==> config.mk <==
export PLATFORM = sky130hd
export DESIGN_NAME = elim_sched
export DESIGN_NICKNAME = d
export VERILOG_FILES = /design/src/rtl/elim_sched.sv
export SDC_FILE = /design/constraint.sdc
export NUM_CORES = 1
export LEC_CHECK = 0
export BUFFER_PORTS_ARGS = -buffer_cell sky130_fd_sc_hd__buf_2
export CAP_MARGIN = 20
export CORE_UTILIZATION = 50
export CTS_CLUSTER_SIZE = 40
export DETAILED_ROUTE_END_ITERATION = 8
export PLACE_DENSITY = 0.71
export SLEW_MARGIN = 20
export SYNTH_ARGS = -nofsm -noshare
export SYNTH_HDL_FRONTEND = slang
export SYNTH_SLANG_ARGS = --single-unit
==> constraint.sdc <==
create_clock -name clk -period 5.1 [get_ports clk]
set_input_delay 1.02 -clock clk [delete_from_list [all_inputs] [get_ports clk]]
set_output_delay 1.02 -clock clk [all_outputs]
set_load 0.03 [all_outputs]
==> src/rtl/elim_sched.sv <==
// Command scheduler for GF(2) Gaussian-elimination systemization: walks pivots,
// probes for a pivot row, swaps it into place and clears the column elsewhere.
module elim_sched #(
  parameter int N = 16,
  parameter int W = $clog2(N)
) (
  input  logic         clk,
  input  logic         rst,
  input  logic         start,
  output logic         done,
  output logic         fail,
  output logic         busy,
  output logic         cmd_valid,
  input  logic         cmd_ready,
  output logic [1:0]   cmd_op,
  output logic [W-1:0] cmd_pivot,
  output logic [W-1:0] cmd_row,
  input  logic         rsp_valid,
  input  logic         rsp_bit,
  output logic [2:0]   dbg_state_o
);

  // Command port: a command transfers on a rising edge with cmd_valid && cmd_ready.
  // Once raised, cmd_valid stays high and op/pivot/row stay frozen until that
  // transfer (only rst can withdraw it); one command is outstanding at a time, and
  // rsp_valid is only honoured while waiting for a PROBE result.
  localparam logic [W-1:0] LAST  = W'(N - 1);
  localparam logic [W-1:0] LAST2 = W'(N - 2);

  typedef enum logic [2:0] {
    S_IDLE  = 3'd0,
    S_PROBE = 3'd1,
    S_PWAIT = 3'd2,
    S_SWAP  = 3'd3,
    S_ELIM  = 3'd4,
    S_NEXT  = 3'd5,
    S_FIN   = 3'd6
  } state_t;

  state_t       state_q, state_d;
  logic [W-1:0] p_q, p_d;
  logic [W-1:0] r_q, r_d;
  logic [W-1:0] e_q, e_d;
  logic         fail_q, fail_d;
  logic         done_q;
  logic         busy_q;
  logic         cmd_valid_q;
  logic [1:0]   cmd_op_q;
  logic [W-1:0] cmd_pivot_q;
  logic [W-1:0] cmd_row_q;

  logic         hs;
  logic [W-1:0] first_e;
  logic [W-1:0] e_inc;
  logic [W-1:0] next_e;
  logic [W-1:0] last_e;

  assign hs      = cmd_valid_q & cmd_ready;
  // The pivot row is skipped without spending a cycle on it.
  assign first_e = (p_q == '0) ? W'(1) : '0;
  assign e_inc   = e_q + W'(1);
  assign next_e  = (e_inc == p_q) ? e_q + W'(2) : e_inc;
  assign last_e  = (p_q == LAST) ? LAST2 : LAST;

  always_comb begin
    state_d = state_q;
    p_d     = p_q;
    r_d     = r_q;
    e_d     = e_q;
    fail_d  = fail_q;
    case (state_q)
      S_IDLE: begin
        if (start) begin
          p_d     = '0;
          r_d     = '0;
          fail_d  = 1'b0;
          state_d = S_PROBE;
        end
      end
      S_PROBE: begin
        if (hs) state_d = S_PWAIT;
      end
      S_PWAIT: begin
        if (rsp_valid) begin
          if (rsp_bit) begin
            if (r_q == p_q) begin
              e_d     = first_e;
              state_d = S_ELIM;
            end else begin
              state_d = S_SWAP;
            end
          end else if (r_q == LAST) begin
            fail_d  = 1'b1;
            state_d = S_FIN;
          end else begin
            r_d     = r_q + W'(1);
            state_d = S_PROBE;
          end
        end
      end
      S_SWAP: begin
        if (hs) begin
          e_d     = first_e;
          state_d = S_ELIM;
        end
      end
      S_ELIM: begin
        if (hs) begin
          if (e_q == last_e) state_d = S_NEXT;
          else               e_d     = next_e;
        end
      end
      S_NEXT: begin
        if (p_q == LAST) begin
          state_d = S_FIN;
        end else begin
          p_d     = p_q + W'(1);
          r_d     = p_q + W'(1);
          state_d = S_PROBE;
        end
      end
      S_FIN:   state_d = S_IDLE;
      default: state_d = S_IDLE;
    endcase
  end

  // Outputs are registered from the next-state values so they line up with state_q.
  always_ff @(posedge clk) begin
    if (rst) begin
      state_q     <= S_IDLE;
      p_q         <= '0;
      r_q         <= '0;
      e_q         <= '0;
      fail_q      <= 1'b0;
      done_q      <= 1'b0;
      busy_q      <= 1'b0;
      cmd_valid_q <= 1'b0;
      cmd_op_q    <= 2'b00;
      cmd_pivot_q <= '0;
      cmd_row_q   <= '0;
    end else begin
      state_q     <= state_d;
      p_q         <= p_d;
      r_q         <= r_d;
      e_q         <= e_d;
      fail_q      <= fail_d;
      done_q      <= (state_d == S_FIN);
      busy_q      <= (state_d != S_IDLE);
      cmd_valid_q <= (state_d == S_PROBE) || (state_d == S_SWAP) || (state_d == S_ELIM);
      cmd_op_q    <= (state_d == S_SWAP) ? 2'b01 :
                     (state_d == S_ELIM) ? 2'b10 : 2'b00;
      cmd_pivot_q <= p_d;
      cmd_row_q   <= (state_d == S_ELIM) ? e_d : r_d;
    end
  end

  assign done        = done_q;
  assign fail        = fail_q;
  assign busy        = busy_q;
  assign cmd_valid   = cmd_valid_q;
  assign cmd_op      = cmd_op_q;
  assign cmd_pivot   = cmd_pivot_q;
  assign cmd_row     = cmd_row_q;
  assign dbg_state_o = state_q;

endmodule

# --- Word level (Yosys, flattened, before mapping) ---
# Index checks and enable logic that the tools add are counted.
totals:
  reg_bits: 25
  out_inout_bits: 17
op_classes:
  reduce_logical: 10
  bitwise_logic: 1
  muxes: 38
  addsub: 4
  eq_ne: 19
ops:
  columns: ["op", "count"]
  rows:
  - ["two-way mux 4 bit", 15]
  - ["two-way mux 3 bit", 10]
  - ["case mux 4 bit (3 select lines)", 2]
  - ["case mux 3 bit (6 select lines)", 1]
  - ["adder 4 x 1 -> 4 bit, second input constant", 3]
  - ["== test 3 bit, second input constant", 4]
  - ["== test 4 bit", 3]
  - ["!= test 2 bit, second input constant", 5]
  - ["== test 3 x 2 -> 1 bit, second input constant", 3]
  - ["== test 4 bit, second input constant", 2]
  - ["case mux 4 bit (2 select lines)", 1]
  - ["two-way mux 1 bit", 7]
  - ["== test 3 x 1 -> 1 bit, second input constant", 2]
  - ["AND reduction 5 bit", 1]
  - ["adder 4 x 2 -> 4 bit, second input constant", 1]
  - ["logical NOT 4 bit", 1]
  - ["nonzero test 2 bit", 2]
  - ["logical NOT 3 bit", 1]
  - ["AND reduction 3 bit", 1]
  - ["nonzero test 3 bit", 1]
  - ["logical OR 1 bit", 2]
  - ["two-way mux 2 bit", 1]
  - ["case mux 1 bit (2 select lines)", 1]
  - ["OR reduction 2 bit", 1]
  - ["bitwise AND 1 bit", 1]

# --- Depth between registers and ports, before layout ---
logic_depth:
  ltp_word: 9
  ltp_mapped: 8
  ltp_nobuf: 8

# --- Worst setup path after synthesis ---
# Ideal clock, no wire load.
synth_path:
  kind: "in2reg"
  start: "input start"
  end: "register cmd_row_q[2] (netlist: cmd_row[2])"
  n_path_buf: 0
  t_required_ps: 5034
  setup_time_ps: 66
  t_arrival_ps: 2519
  path_stages: 7
  setup_slack_ps: 2515
  cell_sequence: "or3b_1 > a21oi_1 > a311o_1 > or3_4 > or3_4 > clkinv_4 > a2bb2oi_2"
synth_via:
  elab_chain_cells: 4
  elab_cells_between_ends: 6
  cone_classes: "1 x eq/ne; 5 x mux"
synth_lines:
  columns: ["element", "line_no", "text"]
  rows:
  - ["start, declared", "9", "input logic start,"]
  - ["two-way mux 3 bit", "73", "if (start) begin"]
  - ["case mux 3 bit (6 select lines)", "71", "case (state_q)"]
  - ["== test 3 bit", "153", "cmd_row_q <= (state_d == S_ELIM) ? e_d : r_d;"]
  - ["two-way mux 4 bit *", "153", null]
  - ["end signal, assigned", "153", null]
  - ["end, declared", "50", "logic [W-1:0] cmd_row_q;"]
# Every way passes the cells marked *; elsewhere a longest branch is shown, timed or not.
# A chain may end at the register's enable or synchronous reset.

==> metrics.txt <==
Max-Cap Viols 0; vias per cell 6.00; Pre-antenna DRT Iters 4; hold path startpoint fail; peak supply drop 0.000134 V; fill cell total of the finished layout 306; Buf/Inv on CP 1; Final Max Tran Viols 0; DRT iter0 DRCs 92; clk buf depth 2; FMAX 0.383 GHz; fin util 0.576; delay-heaviest family, CP simple AND/OR/NAND/NOR gates; synthesized flop and latch total 25; Final Critical Period 2.61 ns; CP Cell Sequence ha_1 > and3_4 > mux2i_1 > a311o_1 > or3_4 > or3_4 > clkinv_4 > a2bb2oi_2; CTS Sinks 25; synth warn 0; startpoint types flip-flop; port bufs 22; R2R Path Start cmd_pivot[0]; Max-slew headroom 0.663; ys flop type dfxtp_1; status finished, final reports clean; largest net degree at the start of global routing 19; Worst Tran Pin Value 0.500 ns; Tcrit/Tclk final 0.512; IO Pins 23; initial antenna violation count 0; PwrDens 190 nW/µm²; Clock Latency Late Sink 0.32 ns; Multi-input gate area 1070 µm²; Resize count post-CTS 0; RD Place Congestion 0.890; final setup vio count 0; setup bufs post-CTS 0; Final ANT Viol Nets 0; commonest non-fill, non-tap cell in the layout dfxtp_1; post-synth net total 212; critical path's slowest cell dfxtp_1; Req. time, crit path 5.37 ns; Starting Density 0.536; DR WL/cell 15.6 µm; Crit Path Max Fanout 8; sequential cell area 500 µm²; average size of a mapped cell 8.34 µm²; Die Area 3590 µm²; layout cell share with drive strength beyond 1 0.188; Die X 59.9 µm; leakage 0.725 nW; area added between synthesis and finish 7.39%; number of synthesized flops with an enable pin 0; Final TNS setup 0 ns; Arr. time, crit path 2.88 ns; Overflow after GRT 0; synthesized cell area 1680 µm²; async set-reset flop share out of synthesis 0; vias in the first global route 1410; synth unique cells 59; CP startpoint cmd_pivot[0]; HP Class reg -> reg; Worst setup EP type flip-flop; core box area 3130 µm²; clock-pin slew on the worst setup and hold paths 0.13 ns; Seq/Total Area, Yosys 0.299; unrepaired setup endpoints after global routing false; Hold Slack 0.542 ns; Post-CTS Hold Buffers 0; die outline height 59.9 µm; ANT cells 0; pre-CTS WS 2.29 ns; slowest stage delay, CP 0.54 ns; Total Routing Usage GR 0.247; first-pass GRT wire length 6580 µm; Routed WL 4080 µm; Clock Skew 0.00323 ns; cell row count 20; Hold Vio Cnt, Final 0; Remaining DRCs 0; H-tree Lvls 1; critical path class reg -> reg; post-route setup slack 2.49 ns; Mapped Cells 201; HPWL Detailed 3120 µm; CTS tree built; most frequent cells in the layout dfxtp_1 (25), buf_2 (22), nor2_1 (21); Via Count 1572; nets 230; cts bufs inserted 3; clock root cell clkbuf_4; Critical Path Most Common Cell or3_4
[power by group]
group	internal, mW	total, mW	switching [mW]
Combinational	0.0167	0.0463	0.0296
Clock	0.0307	0.0914	0.0607
Sequential	0.199	0.205	0.00617
Total	0.247	0.343	0.0964
[synthesized netlist by cell type, drive strengths merged, types with 3 or more instances]
cell / number / area share
a21oi: 17 / 0.051
a2bb2oi: 3 / 0.027
a31oi: 4 / 0.019
and3: 3 / 0.014
buf: 6 / 0.031
dfxtp: 25 / 0.30
ha: 5 / 0.037
inv: 9 / 0.020
nand2: 15 / 0.034
nand2b: 4 / 0.019
nand3: 9 / 0.027
nand3b: 3 / 0.013
nor2: 22 / 0.054
nor3: 8 / 0.027
o21a: 3 / 0.013
o21ai: 12 / 0.043
or3: 6 / 0.028
xnor2: 5 / 0.026
xor2: 7 / 0.037
[final timing paths]
| path | endpoint | slack (ns) | cells after the start |
|---|---|---|---|
| max | cmd_row[2] | 2.49 | 8 |
| min | fail | 0.54 | 2 |
| max reg2reg | cmd_row[2] | 2.49 | 8 |
| min reg2reg | fail | 0.54 | 2 |
[registers in the layout, summed over array words and instances, names as in the netlist]
name,cells
done,1
cmd_op,2
dbg_state_o,3
fail,1
r_q,4
busy,1
e_q,4
cmd_pivot,4
cmd_row,4
cmd_valid,1
[per-stage QoR]
| stage | power, mW | instance area [µm²] | instances |
|---|---|---|---|
| after global routing | 0.359 | 1800 | 262 |
| after detailed placement | 0.255 | 1770 | 258 |
| final | 0.343 | 1800 | 262 |
| after global placement | 0.254 | 1770 | 258 |
| after CTS | 0.346 | 1800 | 262 |
| after floorplan | 0.242 | 1680 | 201 |
[layer usage]
metal	up-vias	routed length (µm)	global-route usage
li1	772	-	-
met1	750	1900	0.339
met2	43	1940	0.406
met3	7	203	0.0303
met4	0	49	0.0664
met5	-	0	0
[cells by family after synthesis]
| kind of cell | Yosys count | share of synthesized area |
|---|---|---|
| simple gates | 83 | 0.282 |
| compound gates | 55 | 0.234 |
| flops | 25 | 0.299 |
| buf+inv | 19 | 0.0657 |
| xor+xnor | 13 | 0.0761 |
| fa+ha+maj | 5 | 0.0373 |
| mux | 1 | 0.00597 |
[worst register-to-register path: stages, from the launching register on]
cell       delay (ns)
dfxtp_1          0.54
ha_1             0.31
and3_4           0.24
mux2i_1          0.12
a311o_1          0.31
or3_4            0.42
or3_4            0.41
clkinv_4         0.08
a2bb2oi_2        0.12
[layout make-up]
type | count | area share
clock buffer | 4 | 0.0146
sequential | 25 | 0.278
inverter | 10 | 0.0236
tap | 44 | 0.0306
multi-input combinational | 157 | 0.592
timing repair buffer | 22 | 0.0612
No activity file was read; power rests on OpenSTA's default activity.
